[src/rtl/resize_stream_ctrl_if.sv]
`default_nettype none
// +----------------------------------------------------------------------+
// | resize_stream_ctrl_if : frame-memory read port + writer pixel stream  |
// | rev 1.0                                                               |
// +----------------------------------------------------------------------+
interface resize_stream_ctrl_if #(
    parameter int ADDR_W = 20
);
    logic              mem_rd_en;
    logic [ADDR_W-1:0] mem_addr;
    logic [23:0]       mem_rdata;
    logic              horizontal_sync;
    logic [7:0]        r;
    logic [7:0]        g;
    logic [7:0]        b;

    modport master (
        output mem_rd_en, mem_addr, horizontal_sync, r, g, b,
        input  mem_rdata
    );

    modport slave (
        input  mem_rd_en, mem_addr, horizontal_sync, r, g, b,
        output mem_rdata
    );
endinterface
`default_nettype wire

[src/rtl/resize_stream_ctrl.sv]
`default_nettype none
// +----------------------------------------------------------------------+
// | resize_stream_ctrl : raster frame reader feeding the 2x upscale writer |
// | rev 1.0                                                               |
// +----------------------------------------------------------------------+
module resize_stream_ctrl #(
    parameter int WIDTH  = 768,
    parameter int HEIGHT = 512,
    parameter int HBLANK = 16,
    parameter int ADDR_W = 20
) (
    input  logic                 clock,
    input  logic                 reset,
    input  logic                 start,
    input  logic                 hold,
    input  logic                 sink_done,
    output logic                 busy,
    output logic                 frame_done,
    resize_stream_ctrl_if.master bus
);

    localparam int COL_W = (WIDTH  > 1) ? $clog2(WIDTH)  : 1;
    localparam int ROW_W = (HEIGHT > 1) ? $clog2(HEIGHT) : 1;
    localparam int HB_W  = (HBLANK > 1) ? $clog2(HBLANK) : 1;

    localparam logic [COL_W-1:0] COL_LAST = COL_W'(WIDTH - 1);
    localparam logic [ROW_W-1:0] ROW_LAST = ROW_W'(HEIGHT - 1);
    localparam logic [HB_W-1:0]  HB_LAST  = HB_W'((HBLANK > 0) ? HBLANK - 1 : 0);

    typedef enum logic [2:0] {
        ST_IDLE      = 3'd0,
        ST_READ      = 3'd1,
        ST_HBLANK    = 3'd2,
        ST_DRAIN     = 3'd3,
        ST_WAIT_SINK = 3'd4,
        ST_DONE      = 3'd5
    } state_t;

    state_t            state;
    state_t            state_nxt;
    logic [COL_W-1:0]  col;
    logic [ROW_W-1:0]  row;
    logic [HB_W-1:0]   hb_cnt;
    logic              drain_cnt;
    logic [ADDR_W-1:0] addr;
    logic              rd_en;
    logic              row_end;
    logic              last_read;
    logic              rd_valid;
    logic              pix_valid;
    logic [23:0]       pix;

    assign row_end   = (col == COL_LAST);
    assign last_read = row_end && (row == ROW_LAST);

    always_ff @(posedge clock or negedge reset) begin
        if (!reset) begin
            state <= ST_IDLE;
        end else begin
            state <= state_nxt;
        end
    end

    always_comb begin
        state_nxt = state;
        rd_en     = 1'b0;
        case (state)
            ST_IDLE: begin
                if (start) state_nxt = ST_READ;
            end
            ST_READ: begin
                if (!hold) begin
                    rd_en = 1'b1;
                    if (last_read)                  state_nxt = ST_DRAIN;
                    else if (row_end && HBLANK > 0) state_nxt = ST_HBLANK;
                end
            end
            ST_HBLANK: begin
                if (hb_cnt == HB_LAST) state_nxt = ST_READ;
            end
            ST_DRAIN: begin
                if (drain_cnt) state_nxt = ST_WAIT_SINK;
            end
            ST_WAIT_SINK: begin
                if (sink_done) state_nxt = ST_DONE;
            end
            ST_DONE: begin
                state_nxt = ST_IDLE;
            end
            default: begin
                state_nxt = ST_IDLE;
            end
        endcase
    end

    // Address runs alongside row/col instead of being computed as row*WIDTH+col.
    always_ff @(posedge clock or negedge reset) begin
        if (!reset) begin
            col       <= '0;
            row       <= '0;
            hb_cnt    <= '0;
            drain_cnt <= 1'b0;
            addr      <= '0;
        end else begin
            case (state)
                ST_IDLE: begin
                    col  <= '0;
                    row  <= '0;
                    addr <= '0;
                end
                ST_READ: begin
                    if (rd_en) begin
                        addr <= addr + ADDR_W'(1);
                        if (row_end) begin
                            col <= '0;
                            row <= row + ROW_W'(1);
                        end else begin
                            col <= col + COL_W'(1);
                        end
                    end
                end
                ST_HBLANK: begin
                    hb_cnt <= (hb_cnt == HB_LAST) ? '0 : hb_cnt + HB_W'(1);
                end
                ST_DRAIN: begin
                    drain_cnt <= ~drain_cnt;
                end
                default: begin
                end
            endcase
        end
    end

    // Two-stage valid: memory latency, then the r/g/b output register.
    always_ff @(posedge clock or negedge reset) begin
        if (!reset) begin
            rd_valid  <= 1'b0;
            pix_valid <= 1'b0;
            pix       <= '0;
        end else begin
            rd_valid  <= rd_en;
            pix_valid <= rd_valid;
            if (rd_valid) pix <= bus.mem_rdata;
        end
    end

    assign bus.mem_rd_en       = rd_en;
    assign bus.mem_addr        = addr;
    assign bus.horizontal_sync = pix_valid;
    assign bus.r               = pix[23:16];
    assign bus.g               = pix[15:8];
    assign bus.b               = pix[7:0];
    assign busy                = (state != ST_IDLE);
    assign frame_done          = (state == ST_DONE);

endmodule
`default_nettype wire

[src/flat_wrapper.sv]
// flat-port wrapper written by rule: the top's interface ports become plain ports
module resize_stream_ctrl_flat 
#(
    parameter int WIDTH  = 768,
    parameter int HEIGHT = 512,
    parameter int HBLANK = 16,
    parameter int ADDR_W = 20
)
  (clock, reset, start, hold, sink_done, busy, frame_done, bus_mem_rd_en, bus_mem_addr, bus_horizontal_sync, bus_r, bus_g, bus_b, bus_mem_rdata);
  resize_stream_ctrl_if #(.ADDR_W(ADDR_W)) bus_i ();
  input  logic clock;
  input  logic reset;
  input  logic start;
  input  logic hold;
  input  logic sink_done;
  output logic busy;
  output logic frame_done;
  output wire logic [$bits(bus_i.mem_rd_en)-1:0] bus_mem_rd_en;
  output wire logic [$bits(bus_i.mem_addr)-1:0] bus_mem_addr;
  output wire logic [$bits(bus_i.horizontal_sync)-1:0] bus_horizontal_sync;
  output wire logic [$bits(bus_i.r)-1:0] bus_r;
  output wire logic [$bits(bus_i.g)-1:0] bus_g;
  output wire logic [$bits(bus_i.b)-1:0] bus_b;
  input wire logic [$bits(bus_i.mem_rdata)-1:0] bus_mem_rdata;
  assign bus_mem_rd_en = bus_i.mem_rd_en;
  assign bus_mem_addr = bus_i.mem_addr;
  assign bus_horizontal_sync = bus_i.horizontal_sync;
  assign bus_r = bus_i.r;
  assign bus_g = bus_i.g;
  assign bus_b = bus_i.b;
  assign bus_i.mem_rdata = bus_mem_rdata;
  resize_stream_ctrl #(.WIDTH(WIDTH), .HEIGHT(HEIGHT), .HBLANK(HBLANK), .ADDR_W(ADDR_W)) u_core (.clock(clock), .reset(reset), .start(start), .hold(hold), .sink_done(sink_done), .busy(busy), .frame_done(frame_done), .bus(bus_i));
endmodule
[config.mk]
export PLATFORM = sky130hd
export DESIGN_NAME = resize_stream_ctrl_flat
export DESIGN_NICKNAME = d
export VERILOG_FILES = /design/src/rtl/resize_stream_ctrl_if.sv /design/src/rtl/resize_stream_ctrl.sv /design/src/flat_wrapper.sv
export SDC_FILE = /design/constraint.sdc
export NUM_CORES = 1
export LEC_CHECK = 0
export ABC_AREA = 1
export CAP_MARGIN = 15
export CORE_MARGIN = 10
export CORE_UTILIZATION = 51
export CTS_CLUSTER_DIAMETER = 100
export CTS_CLUSTER_SIZE = 24
export DETAILED_ROUTE_END_ITERATION = 12
export PLACE_DENSITY = 0.8
export SLEW_MARGIN = 20
export SYNTH_ARGS = -nofsm -noshare
export SYNTH_HDL_FRONTEND = slang
export SYNTH_SLANG_ARGS = --single-unit
[constraint.sdc]
create_clock -name clock -period 1.85 [get_ports clock]
set_input_delay 0.2775 -clock clock [delete_from_list [all_inputs] [get_ports clock]]
set_output_delay 0.2775 -clock clock [all_outputs]
set_load 0.1 [all_outputs]
* After elaboration in Yosys (flattened, before gate mapping)
Cells that the tools add are included.
** Operators by class
- $add $sub $neg :: 4
- Eq/ne operators :: 16
- Mux-type cells :: 19
- Bitwise logic cells :: 1
- Reductions and logical operators :: 7
** Operators by type and width (number)
- $pmux W20 S2 :: 1
- $mux W3 :: 7
- $add A20 B1 Y20 const B :: 1
- $mux W10 :: 2
- $mux W20 :: 1
- $pmux W10 S2 :: 1
- $mux W9 :: 2
- $pmux W9 S2 :: 1
- $pmux W3 S5 :: 1
- $add A10 B1 Y10 const B :: 1
- $eq A10 B10 Y1 const B :: 1
- $add A9 B1 Y9 const B :: 1
- $eq A9 B9 Y1 const B :: 1
- $ne A2 B1 Y1 const B :: 4
- $eq A3 B2 Y1 const B :: 2
- $eq A3 B3 Y1 const B :: 2
- $ne A2 B2 Y1 const B :: 3
- $reduce_and A6 Y1 :: 1
- $add A4 B1 Y4 const B :: 1
- $eq A4 B4 Y1 const B :: 1
- $mux W4 :: 1
- $eq A3 B1 Y1 const B :: 1
- $logic_not A3 Y1 :: 1
- $ne A3 B1 Y1 const B :: 1
- other kinds (7) :: 8
** Word-level totals
- Flip-flop bits (word level) :: 73
- Bits of input ports :: 29
- Word-level logic and storage cells :: 56

* Depth between registers and ports, before layout
- Depth after elaboration :: 5
- Mapped depth :: 12
- Depth with buffers taken out :: 12

* Worst setup path before layout
OpenSTA, ideal clock, no wires.
- Path kind :: register to output
- From :: register u_core.state[1]
- To :: output port frame_done
- Arrival time :: 2568 ps
- Required time :: 1572 ps
- Slack :: -995 ps
- Stages on the path, launching flop included :: 3
- Path buffers :: 1
- Cells stage by stage :: dfrtp_1 -> buf_6 -> nor3_1
** On the way
- Longest elaborated chain between the ends :: 1
** Ends and longest elaborated chain
- from (decl) :: RTL line resize_stream_ctrl.sv:39 : state_t state;
- from (signal assigned) :: RTL line resize_stream_ctrl.sv:60 : state <= state_nxt;
- $eq A3 B3 Y1 :: RTL line resize_stream_ctrl.sv:154 : assign frame_done = (state == ST_DONE);
- to (decl) :: RTL line flat_wrapper.sv:17 : output logic frame_done;
Every way passes these cells.

* Worst setup path in the final report
- From :: register u_core.row[0]
- To :: register u_core.state[0]
** On the way
- Longest elaborated chain between the ends :: 5
- Elaborated cells between the ends (all ways) :: 7
- Those cells by class :: 2 x eq/ne; 3 x mux; 2 x reduce/logical
** Ends and longest elaborated chain
- from (decl) :: RTL line resize_stream_ctrl.sv:42 : logic [ROW_W-1:0] row;
- from (signal assigned) :: RTL line resize_stream_ctrl.sv:116 : row <= row + ROW_W'(1);
- $eq A9 B9 Y1 (*) :: RTL line resize_stream_ctrl.sv:54 : assign last_read = row_end && (row == ROW_LAST);
- $logic_and A1 B1 Y1 (*) :: RTL line resize_stream_ctrl.sv:54
- $mux W3 :: RTL line resize_stream_ctrl.sv:74 : if (last_read) state_nxt = ST_DRAIN;
- $mux W3 :: RTL line resize_stream_ctrl.sv:72 : if (!hold) begin
- $pmux W3 S5 :: RTL line resize_stream_ctrl.sv:67 : case (state)
Mark *: on every way between the ends. The rest lies on a longest branch, timed or not. The select of a mux whose other input is x is not followed.
A chain may end at the register's enable or synchronous reset.

==> impl_metrics.yaml <==
outcome:
  status: "completed"
drt:
  drtPass1Iterations: 5
  routed_via_density: 5.159
  drt_iter0_drc: 159
  drc_errors: 0
  totalWireLength_um: 8703
  wl_per_cell_um: 14.73
  vias: 3049
  ant_nets: 0
timing:
  skew_ps: 11.15
  tightest_slew_ps: 380.3
  maxSlewHeadroom_pct: 74.65
  fin_crit_sh_pct: 98.91
  period_minus_slack_ps: 1830
  setup_violations: 0
  fmax_mhz: 546.5
  slew_viol_final: 0
  hold_viol: 0
die:
  core.rowCount: 30
  dieArea_um2: 10820
  start_util_pct: 52.69
  core_area_um2: 6832
  ios: 77
  fp.dieW_um: 104.0
  die_h_um: 104.0
logic_synthesis:
  yosysSeqAreaShare_pct: 50.75
  avgSynthCellArea_um2: 9.022
  yosysUniqueCellTypes: 35
  synth_edf_count: 0
  synthArstFlopShare_pct: 100.0
  synth_area_leaders: "dfrtp_1, nand2_1, mux2_2"
  syn_area_um2: 3600
  syn_inst: 399
  yosysTopAreaCell: "dfrtp_1"
  yosysTopAreaCellShare_pct: 50.75
  yosysWarnings: 0
  synth_fp_nets: 433
  synth_flop_cell: "dfrtp_1"
  synth_seq_cells: 73
power:
  powerDensity_nw_per_um2: 1843
  p_leak_nw: 2.249
  power_mw: 8.883
  ir_drop_v: 0.0009740
grt:
  first_global_vias: 3019
  grt_start_max_net_pins: 74
  grt_use_total_pct: 16.14
  antenna_found_initial: 0
  overflow: 0
  grt_first_pass_wirelength_um: 14570
cts:
  htreeDepth: 3
  clockBufferDepth: 2
  root_buffer: "clkbuf_8"
  cts_tree: "yes"
  clkTransAtPathRegs_ps: 80
  cts_made_buffers: 9
  insertion_delay_ps: 340
  clkSinkCount: 73
final_layout:
  ff_latch_area_um2: 1842
  nFillCells: 508
  final_area_um2: 4820
  multi_input_area_um2: 1594
  syn_to_final_growth_pct: 33.89
  drive_gt1_share_pct: 29.09
  n_antenna_cell: 0
  fin_nets: 524
worst_hold_path:
  holdCritPathClass: "input port to asynchronous set/reset pin"
worst_setup_path:
  critical_path.max_fanout: 4
  cp_data_arrival_time_ps: 2110
  cp_data_required_time_ps: 2130
  critical_path_class: "flop to flop"
  critPathLaunchType: "flop"
  cp-end-kind: "flop"
place:
  dpl_cell_area_um2: 4489
  port_buffers: 76
  place_hpwl_um: 6327
  gp_congestion: 0.8153
flow_run:
  drv_cap: 0
## cell type report
| cell class | count | area share [%] |
|---|---|---|
| well taps | 96 | 2.492 |
| clock inverters | 5 | 1.661 |
| inverters | 39 | 3.193 |
| flip-flops and latches | 73 | 38.21 |
| clock buffers | 11 | 2.934 |
| repair buffers | 91 | 18.43 |
| multi-input cells | 276 | 33.07 |
## cell usage in the layout, fill, tap and decap left out, types with 5 or more instances in the layout
cell | Yosys | final
o21ai_0 | 12 | 12
dfrtp_1 | 73 | 61
clkdlybuf4s50_1 | 0 | 27
mux2_2 | 24 | 24
nand3_1 | 30 | 29
nor3_1 | 12 | 11
dfrtp_2 | 0 | 12
nor2_4 | 3 | 5
xor2_1 | 5 | 5
nand4_1 | 6 | 6
inv_1 | 35 | 33
buf_12 | 0 | 11
clkbuf_8 | 0 | 10
a21oi_1 | 18 | 18
nor2_1 | 51 | 49
nand2_1 | 86 | 85
buf_4 | 3 | 51
## path summary, 6_finish.rpt
kind,startpoint,to,slack [ps],cells past startpoint
max,u_core.row[0]$_DFFE_PN0P_,u_core.state[0]$_DFFE_PN0P_,20,12
min,reset,u_core.pix[0]$_DFFE_PN0P_,500,3
max reg2reg,u_core.row[0]$_DFFE_PN0P_,u_core.state[0]$_DFFE_PN0P_,20,12
min reg2reg,u_core.row[8]$_DFFE_PN0P_,u_core.row[8]$_DFFE_PN0P_,500,2
max in group asynchronous,reset,u_core.state[2]$_DFFE_PN0P_,1010,3
min in group clock,u_core.row[8]$_DFFE_PN0P_,u_core.row[8]$_DFFE_PN0P_,500,2
## logic make-up (layout without fill, tap and decap cells)
logic type | Yosys count | in the layout | share of synthesized area [%]
xor+xnor | 6 | 6 | 1.460
buf+inv | 50 | 146 | 6.604
flops | 73 | 73 | 50.75
compound gates | 40 | 40 | 6.257
mux | 24 | 24 | 7.508
simple gates | 201 | 201 | 25.69
fa+ha+maj | 5 | 5 | 1.738
## per-layer routing
metal | GRT usage [%] | vias up | routed length [um]
met3 | 3.470 | 22 | 405
li1 | - | 1487 | -
met2 | 26.13 | 115 | 4100
met4 | 6.461 | 0 | 205
met1 | 20.45 | 1425 | 3991
met5 | 0 | - | 0
## Yosys cell counts (2+ instances only)
| cell | number |
|---|---|
| nand2_1 | 86 |
| dfrtp_1 | 73 |
| nor2_1 | 51 |
| inv_1 | 35 |
| nand3_1 | 30 |
| mux2_2 | 24 |
| a21oi_1 | 18 |
| nor3_1 | 12 |
| o21ai_0 | 12 |
| nand4_1 | 6 |
| ha_1 | 5 |
| xor2_1 | 5 |
| buf_6 | 4 |
| o21ai_2 | 4 |
| a31oi_1 | 3 |
| buf_2 | 3 |
| buf_4 | 3 |
| inv_2 | 3 |
| nor2_4 | 3 |
| nand2_4 | 2 |
| nor2_2 | 2 |
| nor2_8 | 2 |
## sequential cells by signal (all words and copies together) (netlist names)
| signal | cells |
|---|---|
| u_core.hb_cnt | 4 |
| u_core.state | 3 |
| u_core.col | 10 |
| u_core.bus.mem_addr | 20 |
| u_core.pix | 24 |
| u_core.rd_valid | 1 |
| u_core.drain_cnt | 1 |
| u_core.bus.horizontal_sync | 1 |
| u_core.row | 9 |
## power by group
group          switching (mW)  internal (mW)  leakage [nW]
sequential              0.344           2.04         0.932
clock                   0.581          0.794         0.106
combinational            3.79           1.33          1.21
## critical path, cell delays in order, from the launching register on
cell	delay [ps]
dfrtp_1	410
ha_2	200
nand2_1	60
inv_2	70
nand2_4	60
nor4_4	170
ha_2	230
inv_1	50
nor2_1	150
nand4_1	120
nand3_1	120
nand2_1	70
nand2_1	60
## metrics by stage
step | util [%] | setup TNS [ps] | cells | hold slack, ps | setup WS (ps)
after detailed placement | 65.71 | 0 | 567 | 334.5 | 74.33
after CTS | 69.30 | 0 | 585 | 497.7 | 8.830
after global routing | 70.55 | -114.1 | 591 | 521.9 | -114.1
after floorplan | - | 0 | 399 | -18.09 | 8.945
after global placement | 65.71 | 0 | 567 | 336.4 | 108.1
final | 70.55 | 0 | 591 | 496.9 | 20.14
## what timing repair did
| action | in CTS | in global routing |
|---|---|---|
| setup buffers | 1 | 6 |
| hold endpoints to repair | 73 | 0 |
| pin swaps | 1 | 1 |
| setup endpoints to repair | 1 | 21 |
| resized for setup | 2 | 13 |
| hold buffers | 1 | 0 |
| gates cloned | 0 | 0 |
(Power assumes the default switching activity.)
